`src/rtl/flash_cmd_dispatcher.sv`:
```
// flash_cmd_dispatcher
//   Consumer of the 32-bit command word stream (cmd + start_cmd). Decodes
//   opcode/sub-index words, assembles 24-bit flash addresses and issues a
//   single read, write or erase request to the NAND flash controller over a
//   req/ack/done handshake. Malformed sequences, words arriving while busy
//   and stalled partial sequences are flagged.
//
// Ports
//   clk, rst         clock, asynchronous active-high reset
//   cmd[31:0]        [31:24] opcode, [23:16] sub-index, [15:0] payload
//   start_cmd        word strobe; only its rising edge counts
//   flash_ack        controller accepted the request (1-cycle pulse)
//   flash_done       controller finished the request (1-cycle pulse)
//   req_valid        request pending, held until flash_ack
//   req_op[1:0]      01 write, 10 read, 11 erase, 00 idle
//   req_addr[23:0]   start (or only) address
//   req_end_addr     erase end address, 0 for read/write
//   busy             request issued and not yet done
//   cmd_err          1-cycle pulse, err_code valid with it
//   err_code[1:0]    01 unknown/out-of-order, 10 rejected busy, 11 erase end<start
//   seq_timeout      1-cycle pulse, partial sequence abandoned
//
// state | meaning
// IDLE  | waiting for the first word of a sequence
// RD1   | read address upper bits held, expecting AD_01
// WR1   | write address upper bits held, expecting AF_01
// ER1   | erase start upper bits held, expecting AE_01
// ER2   | erase start complete, expecting AE_02
// ER3   | erase end upper bits held, expecting AE_03
// REQ   | request presented, waiting for flash_ack
// BUSY  | request accepted, waiting for flash_done
module flash_cmd_dispatcher #(
  parameter int          TIMEOUT_CYC = 24000,
  parameter logic [7:0]  OP_WADDR    = 8'hAF,
  parameter logic [7:0]  OP_RADDR    = 8'hAD,
  parameter logic [7:0]  OP_ERASE    = 8'hAE,
  parameter logic [7:0]  OP_WGO      = 8'hA0
) (
  input  logic        clk,
  input  logic        rst,
  input  logic [31:0] cmd,
  input  logic        start_cmd,
  input  logic        flash_ack,
  input  logic        flash_done,
  output logic        req_valid,
  output logic [1:0]  req_op,
  output logic [23:0] req_addr,
  output logic [23:0] req_end_addr,
  output logic        busy,
  output logic        cmd_err,
  output logic [1:0]  err_code,
  output logic        seq_timeout
);

  typedef enum logic [2:0] {
    S_IDLE, S_RD1, S_WR1, S_ER1, S_ER2, S_ER3, S_REQ, S_BUSY
  } state_t;

  localparam int            TW       = $clog2(TIMEOUT_CYC);
  localparam logic [TW-1:0] TMR_LAST = TW'(TIMEOUT_CYC - 1);

  state_t state, state_nxt;

  logic        start_cmd_d, word_vld;
  logic [31:0] word_q;
  logic [15:0] hdr, pay, exp_hdr;

  logic [23:0] seq_addr, seq_addr_nxt;
  logic [15:0] end_hi, end_hi_nxt;
  logic [23:0] wr_addr, wr_addr_nxt;
  logic        wr_addr_valid, wr_valid_nxt;
  logic [23:0] end_full;
  logic [1:0]  req_op_nxt;
  logic [23:0] req_addr_nxt, req_end_nxt;
  logic        err_nxt, tmo_nxt;
  logic [1:0]  err_code_nxt;

  logic [TW-1:0] tmr;
  logic          in_seq, tmr_tc;

  assign hdr      = word_q[31:16];
  assign pay      = word_q[15:0];
  assign in_seq   = state inside {S_RD1, S_WR1, S_ER1, S_ER2, S_ER3};
  assign tmr_tc   = in_seq && (tmr == TMR_LAST);
  assign end_full = {end_hi, pay[15:8]};

  assign req_valid = (state == S_REQ);
  assign busy      = (state == S_REQ) || (state == S_BUSY);

  // Word capture: one word per rising edge of start_cmd, decoded next cycle.
  always_ff @(posedge clk or posedge rst) begin
    if (rst) begin
      start_cmd_d <= 1'b0;
      word_vld    <= 1'b0;
      word_q      <= '0;
    end else begin
      start_cmd_d <= start_cmd;
      word_vld    <= start_cmd & ~start_cmd_d;
      if (start_cmd & ~start_cmd_d)
        word_q <= cmd;
    end
  end

  always_ff @(posedge clk or posedge rst) begin
    if (rst) state <= S_IDLE;
    else     state <= state_nxt;
  end

  // A word seen on the terminal-count cycle clears the timer, so it wins.
  always_ff @(posedge clk or posedge rst) begin
    if (rst)                              tmr <= '0;
    else if (in_seq && !word_vld && !tmr_tc) tmr <= tmr + TW'(1);
    else                                  tmr <= '0;
  end

  always_comb begin
    exp_hdr = 16'h0000;
    case (state)
      S_RD1:   exp_hdr = {OP_RADDR, 8'h01};
      S_WR1:   exp_hdr = {OP_WADDR, 8'h01};
      S_ER1:   exp_hdr = {OP_ERASE, 8'h01};
      S_ER2:   exp_hdr = {OP_ERASE, 8'h02};
      S_ER3:   exp_hdr = {OP_ERASE, 8'h03};
      default: exp_hdr = 16'h0000;
    endcase
  end

  always_comb begin
    state_nxt    = state;
    err_nxt      = 1'b0;
    err_code_nxt = 2'b00;
    tmo_nxt      = 1'b0;
    seq_addr_nxt = seq_addr;
    end_hi_nxt   = end_hi;
    wr_addr_nxt  = wr_addr;
    wr_valid_nxt = wr_addr_valid;
    req_op_nxt   = req_op;
    req_addr_nxt = req_addr;
    req_end_nxt  = req_end_addr;

    case (state)
      S_IDLE: begin
        if (word_vld) begin
          if (hdr == {OP_RADDR, 8'h00}) begin
            state_nxt          = S_RD1;
            seq_addr_nxt[23:8] = pay;
          end else if (hdr == {OP_WADDR, 8'h00}) begin
            state_nxt          = S_WR1;
            seq_addr_nxt[23:8] = pay;
          end else if (hdr == {OP_ERASE, 8'h00}) begin
            state_nxt          = S_ER1;
            seq_addr_nxt[23:8] = pay;
          end else if (hdr == {OP_WGO, 8'h00} && wr_addr_valid) begin
            state_nxt    = S_REQ;
            req_op_nxt   = 2'b01;
            req_addr_nxt = wr_addr;
            req_end_nxt  = '0;
            wr_valid_nxt = 1'b0;
          end else begin
            err_nxt      = 1'b1;
            err_code_nxt = 2'b01;
          end
        end
      end

      S_RD1, S_WR1, S_ER1, S_ER2, S_ER3: begin
        if (word_vld) begin
          if (hdr != exp_hdr) begin
            // Out-of-sequence word is rejected, not restarted as a new sequence.
            state_nxt    = S_IDLE;
            err_nxt      = 1'b1;
            err_code_nxt = 2'b01;
          end else begin
            case (state)
              S_RD1: begin
                state_nxt    = S_REQ;
                req_op_nxt   = 2'b10;
                req_addr_nxt = {seq_addr[23:8], pay[15:8]};
                req_end_nxt  = '0;
              end
              S_WR1: begin
                state_nxt    = S_IDLE;
                wr_addr_nxt  = {seq_addr[23:8], pay[15:8]};
                wr_valid_nxt = 1'b1;
              end
              S_ER1: begin
                state_nxt         = S_ER2;
                seq_addr_nxt[7:0] = pay[15:8];
              end
              S_ER2: begin
                state_nxt  = S_ER3;
                end_hi_nxt = pay;
              end
              default: begin
                if (end_full >= seq_addr) begin
                  state_nxt    = S_REQ;
                  req_op_nxt   = 2'b11;
                  req_addr_nxt = seq_addr;
                  req_end_nxt  = end_full;
                end else begin
                  state_nxt    = S_IDLE;
                  err_nxt      = 1'b1;
                  err_code_nxt = 2'b11;
                end
              end
            endcase
          end
        end else if (tmr_tc) begin
          state_nxt = S_IDLE;
          tmo_nxt   = 1'b1;
        end
      end

      S_REQ: begin
        if (word_vld) begin
          err_nxt      = 1'b1;
          err_code_nxt = 2'b10;
        end
        if (flash_ack)
          state_nxt = flash_done ? S_IDLE : S_BUSY;
      end

      S_BUSY: begin
        if (word_vld) begin
          err_nxt      = 1'b1;
          err_code_nxt = 2'b10;
        end
        if (flash_done)
          state_nxt = S_IDLE;
      end

      default: state_nxt = S_IDLE;
    endcase

    // Returning to IDLE drops partial addresses and the finished request.
    if (state_nxt == S_IDLE) begin
      seq_addr_nxt = '0;
      end_hi_nxt   = '0;
      req_op_nxt   = 2'b00;
      req_addr_nxt = '0;
      req_end_nxt  = '0;
    end
  end

  always_ff @(posedge clk or posedge rst) begin
    if (rst) begin
      seq_addr      <= '0;
      end_hi        <= '0;
      wr_addr       <= '0;
      wr_addr_valid <= 1'b0;
      req_op        <= 2'b00;
      req_addr      <= '0;
      req_end_addr  <= '0;
      cmd_err       <= 1'b0;
      err_code      <= 2'b00;
      seq_timeout   <= 1'b0;
    end else begin
      seq_addr      <= seq_addr_nxt;
      end_hi        <= end_hi_nxt;
      wr_addr       <= wr_addr_nxt;
      wr_addr_valid <= wr_valid_nxt;
      req_op        <= req_op_nxt;
      req_addr      <= req_addr_nxt;
      req_end_addr  <= req_end_nxt;
      cmd_err       <= err_nxt;
      err_code      <= err_code_nxt;
      seq_timeout   <= tmo_nxt;
    end
  end

endmodule

```
`config.mk`:
```
export PLATFORM = sky130hd
export DESIGN_NAME = flash_cmd_dispatcher
export DESIGN_NICKNAME = d
export VERILOG_FILES = /design/src/rtl/flash_cmd_dispatcher.sv
export SDC_FILE = /design/constraint.sdc
export NUM_CORES = 1
export LEC_CHECK = 0
export ABC_CLOCK_PERIOD_IN_PS = 8150
export BUFFER_PORTS_ARGS = -buffer_cell sky130_fd_sc_hd__buf_4
export CAP_MARGIN = 20
export CORE_MARGIN = 4
export CORE_UTILIZATION = 63
export CTS_CLUSTER_DIAMETER = 120
export DETAILED_ROUTE_END_ITERATION = 8
export GPL_TIMING_DRIVEN = 0
export HOLD_SLACK_MARGIN = 0.12
export PLACE_DENSITY = 0.85
export SKIP_LAST_GASP = 1
export SLEW_MARGIN = 20
export SYNTH_ARGS = -nofsm -noshare
export SYNTH_HDL_FRONTEND = slang
export SYNTH_SLANG_ARGS = --single-unit
```
`constraint.sdc`:
```
create_clock -name clk -period 8.15 [get_ports clk]
set_input_delay 1.2225 -clock clk [delete_from_list [all_inputs] [get_ports clk]]
set_output_delay 1.2225 -clock clk [all_outputs]
set_load 0.05 [all_outputs]
```
==> reports/metrics.csv <==
metric;value;unit
Post-synth top flop;dfrtp_1;
Hold Fails Final Rpt;0;
worst-case reg-to-reg path depth;11;
Syn Inst Count;788;
drt pass-1 iters;6;
Leak;4.44;nW
Die W;122;µm
worst skew pair latency;0.43;ns
Final Setup Violations;0;
Worst Path Required;8.51;ns
dpl cell area;9200;µm²
number of global-route vias before repair;6699;
number of setup buffers added after CTS;0;
Async SR Flop Fraction;100;%
dpl cells;1053;
CTS max path bufs;2;
Worst-Margin Slew;0.815;ns
IO Port Bufs;92;
Distinct cells, synth;65;
Comb power frac;5.9;%
ranking of synthesized cells by area;dfrtp_1, a21oi_1, ha_1;
post-route ant nets;0;
CP arrival;4.14;ns
Power, Total;1.81;mW
Final Non-Filler Cells;1085;
Rows;41;
synth cell count leaders;dfrtp_1, nand2_1, a21oi_1, nor2_1;
IO Count;93;
CTS Hold Bufs;0;
DRT iter0 DRCs;848;
ant diodes;0;
status;finished, final reports clean;
Global Route Usage Sum;30.3;%
RePlAce Congestion;0.938;
first-pass GRT wire length;35100;µm
max-cap viol count;0;
Final nets;965;
Fillers;866;
crit path launch type;flop;
wire length per cell;20.0;µm
Max VDD drop;148;µV
area of the die;15000;µm²
Synthesized Nets;853;
clock-pin slew on the worst setup and hold paths;0.07;ns
Post-Route Setup TNS;0;ns
total gr overflow;0;
Die Span Y;122;µm
Power Dens Cells;185;nW/µm²
HPWL reported at the end of detailed placement;15700;µm
post-route minimum period;3.78;ns
Via Count;6760;
Pins Over Slew Limit;0;
largest net degree at the start of global routing;89;
Core ar.;12700;µm²
Internal Power;1.37;mW
cell taking the most area after synthesis;dfrtp_1;
drt drc;0;
Syn-to-layout area delta;18.4;%
CTS Sinks;171;
unrepaired setup endpoints after global routing;no;
DR vias/cell;6.23;
Worst Skew;0.00785;ns
Worst Hold Class;reg2reg;
Net Sw Frac;24.4;%
H-Tree Depth;4;
count leader, synth;dfrtp_1;
final WL;21700;µm
Root Buffer;clkbuf_16;
post-synth top area share;51.9;%
initial core utilization;64.9;%
EDFF count, synth;0;
maximum fanout along the worst path;10;
final hold slack;0.496;ns
CTS tree;yes;
Yosys warnings;0;
fmax;265;MHz
Seq cells post-synth;171;
Design Area, Final;9770;µm²
initial antenna violation count;0;
# resized after CTS;0;
slew margin rel.;45.2;%
Num CTS Buffers;17;
share of post-route cells with drive strength above 1;20.9;%
syn_area_per_cell;10.5;µm²
Post-Syn Area;8250;µm²
Seq/Total Area, Yosys;51.9;%
Hold Path Depth;1;
Sw Pwr;0.442;mW
crit path kind;reg2reg;
fin crit share;46.4;%
Worst setup EP type;flop;
power share of the clock group;43.5;%
Flop pwr share;50.6;%
==> placed cells by master (no fill, tap or decap), drive strengths merged, types with 27 or more instances in the layout <==
cell type and count:
nor2 70, ha 28, mux2 55, nand2 91
clkbuf 49, a211oi 27, buf 114, a21oi 73
dfrtp 171, inv 38
==> cell families (layout without fill, tap and decap cells) <==
| group | after synthesis | count (layout) | synth area share (%) |
|---|---|---|---|
| buffers and inverters | 82 | 207 | 4.43 |
| flip-flops | 171 | 171 | 51.9 |
| XOR/XNOR | 18 | 18 | 1.91 |
| multiplexers | 63 | 63 | 8.48 |
| adder cells (fa/ha/maj) | 28 | 28 | 4.25 |
| AND/OR/NAND/NOR | 240 | 240 | 13.8 |
| AO/OA/AOI/OAI | 186 | 186 | 15.3 |
==> state kept, by name, indices dropped and copies added, names as in the netlist <==
register	count
cmd_err	1
end_hi	16
err_code	2
req_addr	24
req_end_addr	24
req_op	2
seq_addr	24
seq_timeout	1
start_cmd_d	1
state	3
tmr	15
word_q	32
word_vld	1
wr_addr	24
wr_addr_valid	1
==> layout make-up <==
type / count / area [µm²] / share of cell area, %
buffer: 49 / 241 / 2.47
inverter: 33 / 131 / 1.34
clock inverter: 11 / 110 / 1.13
tap: 172 / 215 / 2.20
clock buffer: 21 / 460 / 4.71
timing repair buffer: 93 / 718 / 7.35
sequential: 171 / 4280 / 43.8
multi-input combinational: 535 / 3610 / 37.0
==> through the flow <==
stage | util, % | setup WS (ns)
CTS | 76.8 | 4.40
floorplan | - | 2.30
global placement | 72.0 | 0.819
global route | 76.8 | 4.15
detailed placement | 72.3 | 4.45
finish | 76.8 | 4.37
==> power by group through the flow <==
stage	Combinational (mW)	Sequential, mW	Clock, mW
after detailed placement	0.106	0.927	0
after CTS	0.107	0.911	0.789
after global routing	0.118	0.915	0.828
after global placement	0.0988	0.925	0
final	0.106	0.914	0.786
after floorplan	0.0710	0.911	0
==> critical path, cell delays in order, from the launching register on <==
cell      delay, ns
dfrtp_1        0.37
inv_1          0.09
ha_1           0.32
nand4_1        0.15
nor4_1         0.38
nand3_1        0.12
o211ai_1       0.46
o221ai_1       0.24
a31oi_2        0.62
o211a_1        0.46
buf_2          0.31
a22o_1         0.18
==> path summary, 6_finish.rpt <==
| kind | start | to | slack [ns] |
|---|---|---|---|
| max | seq_addr[23]$_DFFE_PP0P_ | req_end_addr[5]$_DFFE_PP0P_ | 4.37 |
| min | wr_addr[22]$_DFFE_PP0P_ | wr_addr[22]$_DFFE_PP0P_ | 0.50 |
| max reg2reg | seq_addr[23]$_DFFE_PP0P_ | req_end_addr[5]$_DFFE_PP0P_ | 4.37 |
| min reg2reg | wr_addr[22]$_DFFE_PP0P_ | wr_addr[22]$_DFFE_PP0P_ | 0.50 |
| max in group asynchronous | rst | word_q[29]$_DFFE_PP0P_ | 6.47 |
| min in group asynchronous | rst | req_addr[13]$_DFFE_PP0P_ | 0.85 |
==> routing by layer <==
layer,share of wire (%),track usage (%),vias to the layer above,routed length (µm)
met5,0,0,-,0
met1,43,42.9,3347,9360
met2,47,46.5,334,10100
met4,2.3,10.9,0,499
met3,8.0,6.54,43,1740
li1,-,-,3036,-
No activity file was read; power rests on OpenSTA's default activity.
